`src/rtl/ham_scrub_ctrl.sv`:
```
// Hamming(7,4) memory scrubber: walks every codeword, writes back single-bit corrections.
// Define HAM_SCRUB_LOG_EN to add last_err_addr/last_err_pos/last_err_data capture ports.
module ham_scrub_ctrl #(
    parameter int ADDR_W = 4
) (
    input  logic              clk,
    input  logic              rst_n,
    input  logic              start,
    input  logic              abort,
    output logic [ADDR_W-1:0] mem_addr,
    output logic              mem_rd_en,
    input  logic [6:0]        mem_rdata,
    output logic              mem_wr_en,
    output logic [6:0]        mem_wdata,
    output logic [6:0]        dec_code,
    input  logic [3:0]        dec_data,
    input  logic [2:0]        dec_pos,
    input  logic              dec_err,
    output logic              busy,
    output logic              done,
    output logic [7:0]        err_count
`ifdef HAM_SCRUB_LOG_EN
    ,
    output logic [ADDR_W-1:0] last_err_addr,
    output logic [2:0]        last_err_pos,
    output logic [3:0]        last_err_data
`endif
);

    typedef enum logic [2:0] {
        IDLE,
        READ,
        CAPT,
        CHECK,
        WRITE,
        NEXT,
        DONE
    } state_t;

    localparam logic [ADDR_W-1:0] LAST_ADDR = {ADDR_W{1'b1}};

    state_t            state;
    state_t            state_next;
    logic [ADDR_W-1:0] addr;
    logic [6:0]        code_q;
    logic [6:0]        flip_mask;

    always_ff @(posedge clk or negedge rst_n) begin
        if (!rst_n) begin
            state <= IDLE;
        end else begin
            state <= state_next;
        end
    end

    always_comb begin
        state_next = state;
        case (state)
            IDLE:    if (start) state_next = READ;
            READ:    state_next = CAPT;
            CAPT:    state_next = CHECK;
            CHECK:   state_next = (dec_err && (dec_pos != 3'd0)) ? WRITE : NEXT;
            WRITE:   state_next = NEXT;
            NEXT:    state_next = (addr == LAST_ADDR) ? DONE : READ;
            DONE:    state_next = IDLE;
            default: state_next = IDLE;
        endcase
        // abort overrides everything once a pass is running
        if (abort && (state != IDLE)) begin
            state_next = IDLE;
        end
    end

    always_ff @(posedge clk or negedge rst_n) begin
        if (!rst_n) begin
            addr      <= '0;
            code_q    <= 7'd0;
            err_count <= 8'd0;
        end else begin
            case (state)
                IDLE: begin
                    if (start) begin
                        addr      <= '0;
                        err_count <= 8'd0;
                    end
                end
                CAPT:  code_q <= mem_rdata;
                WRITE: begin
                    if (err_count != 8'hFF) begin
                        err_count <= err_count + 8'd1;
                    end
                end
                NEXT: begin
                    if (addr != LAST_ADDR) begin
                        addr <= addr + 1'b1;
                    end
                end
                default: ;
            endcase
        end
    end

    always_comb begin
        flip_mask = 7'd0;
        if (dec_pos != 3'd0) begin
            flip_mask = 7'd1 << (dec_pos - 3'd1);
        end
    end

    assign mem_addr  = addr;
    assign mem_rd_en = (state == READ);
    assign mem_wr_en = (state == WRITE);
    assign mem_wdata = (state == WRITE) ? (code_q ^ flip_mask) : 7'd0;
    assign dec_code  = code_q;
    assign busy      = (state != IDLE);
    assign done      = (state == DONE);

`ifdef HAM_SCRUB_LOG_EN
    // Log survives start so software can inspect the most recent correction later
    always_ff @(posedge clk or negedge rst_n) begin
        if (!rst_n) begin
            last_err_addr <= '0;
            last_err_pos  <= 3'd0;
            last_err_data <= 4'd0;
        end else if (state == WRITE) begin
            last_err_addr <= addr;
            last_err_pos  <= dec_pos;
            last_err_data <= dec_data;
        end
    end
`else
    logic unused_dec_data;
    assign unused_dec_data = ^dec_data;
`endif

endmodule

```
`config.mk`:
```
export PLATFORM = sky130hd
export DESIGN_NAME = ham_scrub_ctrl
export DESIGN_NICKNAME = d
export VERILOG_FILES = /design/src/rtl/ham_scrub_ctrl.sv
export SDC_FILE = /design/constraint.sdc
export NUM_CORES = 1
export LEC_CHECK = 0
export ABC_CLOCK_PERIOD_IN_PS = 2200
export CAP_MARGIN = 5
export CORE_MARGIN = 4
export CORE_UTILIZATION = 35
export CTS_CLUSTER_SIZE = 40
export DETAILED_ROUTE_END_ITERATION = 8
export PLACE_DENSITY = 0.8
export REMOVE_ABC_BUFFERS = 1
export SYNTH_ARGS = -nofsm -noshare
export SYNTH_HDL_FRONTEND = slang
export SYNTH_SLANG_ARGS = --single-unit
```
`constraint.sdc`:
```
create_clock -name clk -period 2.2 [get_ports clk]
set_input_delay 0.66 -clock clk [delete_from_list [all_inputs] [get_ports clk]]
set_output_delay 0.66 -clock clk [all_outputs]
set_load 0.02 [all_outputs]
```
Word-level counts from Yosys, hierarchy flattened
Index checks and enable logic that the tools add are counted.
{"block": "classes", "n_addsub": 3, "eq_ne": 13, "shifts": 1, "muxes": 13, "n_bitwise": 1, "n_reduce_logical": 9}
{"operator": "3-bit one-hot mux with 6 select lines", "count": 1}
{"operator": "8-bit 2-to-1 mux", "count": 2}
{"operator": "8-bit one-hot mux with 2 select lines", "count": 1}
{"operator": "7-bit 2-to-1 mux", "count": 2}
{"operator": "3-bit == test, second input constant", "count": 3}
{"operator": "3-bit 2-to-1 mux", "count": 3}
{"operator": "8-bit by 1-bit adder with 8-bit output, second input constant", "count": 1}
{"operator": "4-bit 2-to-1 mux", "count": 2}
{"operator": "8-bit inequality test, second input constant", "count": 1}
{"operator": "4-bit one-hot mux with 2 select lines", "count": 1}
{"operator": "1-bit by 3-bit << shifter with 7-bit output, first input constant", "count": 1}
{"operator": "7-bit bitwise XOR", "count": 1}
{"operator": "3-bit by 2-bit == test with 1-bit output, second input constant", "count": 2}
{"operator": "3-bit AND reduction", "count": 2}
{"operator": "3-bit nonzero test", "count": 2}
{"operator": "4-bit by 1-bit adder with 4-bit output, second input constant", "count": 1}
{"operator": "4-bit == test, second input constant", "count": 1}
{"operator": "2-bit inequality test, second input constant", "count": 2}
{"operator": "4-bit inequality test, second input constant", "count": 1}
{"operator": "2-bit nonzero test", "count": 2}
{"operator": "3-bit by 1-bit == test with 1-bit output, second input constant", "count": 1}
{"operator": "3-bit zero test", "count": 1}
{"operator": "3-bit inequality test, second input constant", "count": 1}
{"operator": "3-bit by 1-bit subtractor with 3-bit output, second input constant", "count": 1}
{"operator": "3 further kinds", "count": 4}
{"block": "totals", "regBits": 22, "out_inout_bits": 30}

Logic depth before layout (Yosys ltp)
Gate-level depths: netlist (run 1).
{"block": "depth", "word_depth": 5, "ltp_mapped": 6, "ltp_nobuf": 6}

Least setup slack after synthesis (run 1)
Ideal clock, no wire load.
{"block": "synth_timing", "path_type": "input to output", "startpoint": "input dec_pos[1]", "endpoint": "output mem_wdata[2]", "arrival_time_ps": 1776, "setup_slack_ps": -236, "path_stages": 4, "path_cell_list": "nor2_1 -> ha_1 -> or3_1 -> a21oi_1"}
{"block": "synth_between", "elab_chain_cells": 5, "elab_cells_between_ends": 6, "classes_between": "1 x add/sub; 1 x shift; 2 x mux; 1 x bitwise; 1 x reduce/logical"}
{"item": "start, declared", "line": "17", "source": "input logic [2:0] dec_pos,"}
{"item": "3-bit by 1-bit subtractor with 3-bit output", "line": "106", "source": "flip_mask = 7'd1 << (dec_pos - 3'd1);"}
{"item": "1-bit by 3-bit << shifter with 7-bit output", "line": "106"}
{"item": "7-bit 2-to-1 mux (*)", "line": "105", "source": "if (dec_pos != 3'd0) begin"}
{"item": "7-bit bitwise XOR (*)", "line": "113", "source": "assign mem_wdata = (state == WRITE) ? (code_q ^ flip_mask) : 7'd0;"}
{"item": "7-bit 2-to-1 mux (*)", "line": "113"}
{"item": "end, declared", "line": "14", "source": "output logic [6:0] mem_wdata,"}
Mark *: on every way between the ends. The rest lies on a longest branch, timed or not.

Worst setup path in the final report (run 1)
{"block": "layout_timing", "startpoint": "input dec_pos[1]", "endpoint": "output mem_wdata[0]"}
Same word-level chain as after synthesis.

==> flow_metrics.py, run 1 <==
metrics = {
    "cells_and_area": {
        "fin_area_mm2": 0.00206,
        "most-common-layout-cells": "30 x clkdlybuf4s50_1, 22 x dfrtp_1, 21 x buf_4, 15 x nor2_1",
        "drive_above_1_share_pct": 27.6,
        "antennaDiodeCount": 0,
        "nNetsFinal": 219,
        "area_growth_syn_to_layout_pct": 54.2,
        "fill_cells": 324,
        "mostFrequentLayoutCell": "clkdlybuf4s50_1",
        "fin_cells": 244,
    },
    "yosys": {
        "yosys_warnings": 0,
        "synth-edff-count": 0,
        "synth-seq-area-share_pct": 41.2,
        "synth_ff_type": "dfrtp_1",
        "syn_area_per_cell_um2": 9.82,
        "synth-async-reset-ratio_pct": 100,
        "synth_area_leader_cell": "dfrtp_1",
        "synth_top_area_share_pct": 41.2,
        "syn_area_mm2": 0.00134,
        "ys_ff_latch": 22,
        "synthCells": 136,
        "netlist_top_cells_area": "dfrtp_1 41%, mux2_2 7.6%, nor2_1 4.5%",
        "ys_types": 43,
    },
    "timing": {
        "setup_violations": 7,
        "hold_viol_final": 0,
        "fin_worst_skew_ns": 0.00425,
        "postLayoutSetupSlackWorst_ns": -0.279,
        "max_slew.worst_pin.slew_ns": 0.479,
        "rsz0062_at_grt": "true",
        "fin_crit_ns": 2.48,
        "relSlewSlack_pct": 67.3,
        "timing.fmax_mhz": 403,
        "finalMaxSlewViolations": 0,
        "finalCritPeriodShare_pct": 113,
    },
    "run_status": {
        "violations": "negative setup slack",
        "outcome": "finished, violations left",
    },
    "routing": {
        "wl_per_cell_um": 14.0,
        "viasPerCell": 5.18,
        "drcViolationCount": 0,
        "vias": 1263,
        "top_layer": "met4",
        "routed-wl-met3_um": 285,
        "drt-initial-drc-count": 102,
        "met1_length_um": 1340,
        "met2_length_um": 1700,
        "dr.pass1.iters": 4,
        "antenna_left": 0,
        "finalWirelength_um": 3410,
    },
    "cts": {
        "hold_buffers": 0,
        "clk_pin_slew_ns": 0.08,
        "clk_latency_ns": 0.26,
        "cts_buffers": 3,
        "cts_tree": "done",
        "clock_sinks": 22,
        "root_buffer": "clkbuf_8",
        "htreeDepth": 1,
        "clk_path_buf_depth": 2,
    },
    "flow_run": {
        "cap_violations": 0,
    },
    "place": {
        "io_buffers": 44,
        "place_ws_ns": -1.18,
        "post-dp-hpwl_um": 2450,
        "dp.cells": 238,
        "dpl-instance-area_mm2": 0.00192,
        "place.gp.congestion": 0.840,
    },
    "floorplan": {
        "pin_count": 49,
        "die_y_um": 69.8,
        "start_util_pct": 36.5,
        "die_area_mm2": 0.00487,
        "fp-row-count": 22,
        "core_area_mm2": 0.00366,
        "die_x_um": 69.8,
    },
    "power_and_ir_drop": {
        "p_sw_share_pct": 37.3,
        "power.switching_w": 0.000762,
        "p_total_w": 0.00204,
        "peakVddDrop_mv": 0.615,
        "clock_power_share_pct": 18.5,
        "p_comb_share_pct": 52.1,
        "p_leak_nw": 0.877,
        "p_seq_share_pct": 29.5,
        "p_int_w": 0.00128,
        "power_density_mw_per_mm2": 993,
    },
    "critical_path": {
        "worstPathArrival_ns": 1.82,
        "r2r_end": "state[0]",
        "end_kind": "output port",
        "worst-path-max-fanout": 3,
        "crit_path_start_kind": "input pin",
        "rrSetupSlack_ns": 0.51,
        "reg2reg_depth": 5,
        "r2r_start": "mem_addr[0]",
        "worst-endpoint-required_ns": 1.54,
        "worstSetupPathType": "in -> out",
    },
    "grt": {
        "grt.total_usage_pct": 14.5,
        "grt_antenna_before_repair": 0,
        "grt_pass1_wl_um": 5750,
        "grt_pass1_vias": 1304,
        "overflow": 0,
        "grt_max_degree": 23,
    },
    "min_path": {
        "min_to": "mem_addr[2]",
        "min_path_type": "reg -> reg",
        "min-delay-start": "mem_addr[2]",
        "worstHoldPathCells": 1,
    },
}
state kept, by name, indices dropped and copies added, names as in the netlist:
name / count
dec_code: 7
err_count: 8
mem_addr: 4
state: 3
critical path: stages:
cell	delay, ns
buf_8	0.10
nor2_4	0.13
ha_4	0.22
buf_6	0.13
nor3b_4	0.19
xnor2_1	0.16
nor2_1	0.08
buf_4	0.16
synth_stat cells (all sizes together) (3+ instances only):
cell type / n
dfrtp: 22
nor2: 16
a21oi: 9
mux2: 9
nand2: 9
nand3: 6
inv: 5
o21ai: 5
xor2: 5
buf: 4
nor3b: 4
ha: 3
nand3b: 3
nand4: 3
nor3: 3
xnor2: 3
metrics by stage:
step           util (%)  setup TNS, ns  hold WS (ns)
2_1_floorplan         -         -0.494         0.364
3_3_place_gp       52.3          -7.32         0.521
3_5_place_dp       52.3          -7.50         0.525
4_1_cts            55.1          -1.31         0.536
5_1_grt            56.2          -1.67         0.571
6_report           56.2          -1.38         0.530
worst max-delay path by stage:
stage | start | end | depth (start not counted)
3_5_place_dp | dec_pos[1] | mem_wdata[0] | 8
6_report | dec_pos[1] | mem_wdata[0] | 8
5_1_grt | dec_pos[1] | mem_wdata[0] | 8
2_1_floorplan | dec_pos[1] | mem_wdata[2] | 4
3_3_place_gp | dec_pos[1] | mem_wdata[0] | 8
4_1_cts | dec_pos[0] | mem_wdata[0] | 8
logic make-up (layout without fill, tap and decap cells):
family | Yosys count | after routing | synth area share, %
and+or+nand+nor | 56 | 56 | 25.2
AOI/OAI and AO/OA | 28 | 28 | 14.1
DFF | 22 | 22 | 41.2
buffers and inverters | 10 | 70 | 3.84
muxes | 9 | 9 | 7.59
xor gates and xnor gates | 8 | 8 | 5.25
adders and majority gates | 3 | 3 | 2.81
metal layers:
layer  track usage (%)  vias to the layer above
met3              4.49                        9
met1              16.3                      585
li1                  -                      614
met5                 0                        -
met4              5.74                        0
met2              25.2                       55
power by group through the flow:
stage / logic [W] / registers (W) / clock network, W
after floorplan: 0.000439 / 0.000773 / 0
after global placement: 0.00104 / 0.000605 / 0
after detailed placement: 0.00106 / 0.000610 / 0
after CTS: 0.00106 / 0.000603 / 0.000383
after global routing: 0.00116 / 0.000619 / 0.000404
final: 0.00106 / 0.000602 / 0.000378
timing repair:
| item | CTS | global route |
|---|---|---|
| resized for setup | 64 | 7 |
| gates cloned | 0 | 0 |
| pin swaps | 9 | 11 |
| buffers inserted | 0 | 2 |
| endpoints found under the setup margin | 11 | 8 |
area by class of cell:
| cell class | count | area (um2) | share of cell area [%] |
|---|---|---|---|
| repair buffers | 61 | 562 | 27.3 |
| clock inverters | 1 | 30.0 | 1.46 |
| flip-flops and latches | 22 | 551 | 26.7 |
| well taps | 48 | 60.1 | 2.92 |
| inverters | 5 | 18.8 | 0.912 |
| clock buffers | 3 | 41.3 | 2.01 |
| multi-input cells | 104 | 796 | 38.7 |
Note: power is estimated with default switching activity, not from simulation.
==> inputs of run 2 (changes only) <==
--- a/config.mk
+++ b/config.mk
@@ -6,10 +6,9 @@
 export NUM_CORES = 1
 export LEC_CHECK = 0
 export ABC_CLOCK_PERIOD_IN_PS = 2200
-export CAP_MARGIN = 5
+export CAP_MARGIN = 10
 export CORE_MARGIN = 4
 export CORE_UTILIZATION = 35
-export CTS_CLUSTER_SIZE = 40
 export DETAILED_ROUTE_END_ITERATION = 8
 export PLACE_DENSITY = 0.8
 export REMOVE_ABC_BUFFERS = 1
==> results of run 2 <==
Final layout, timing and power as in run 1 (identical DEF).
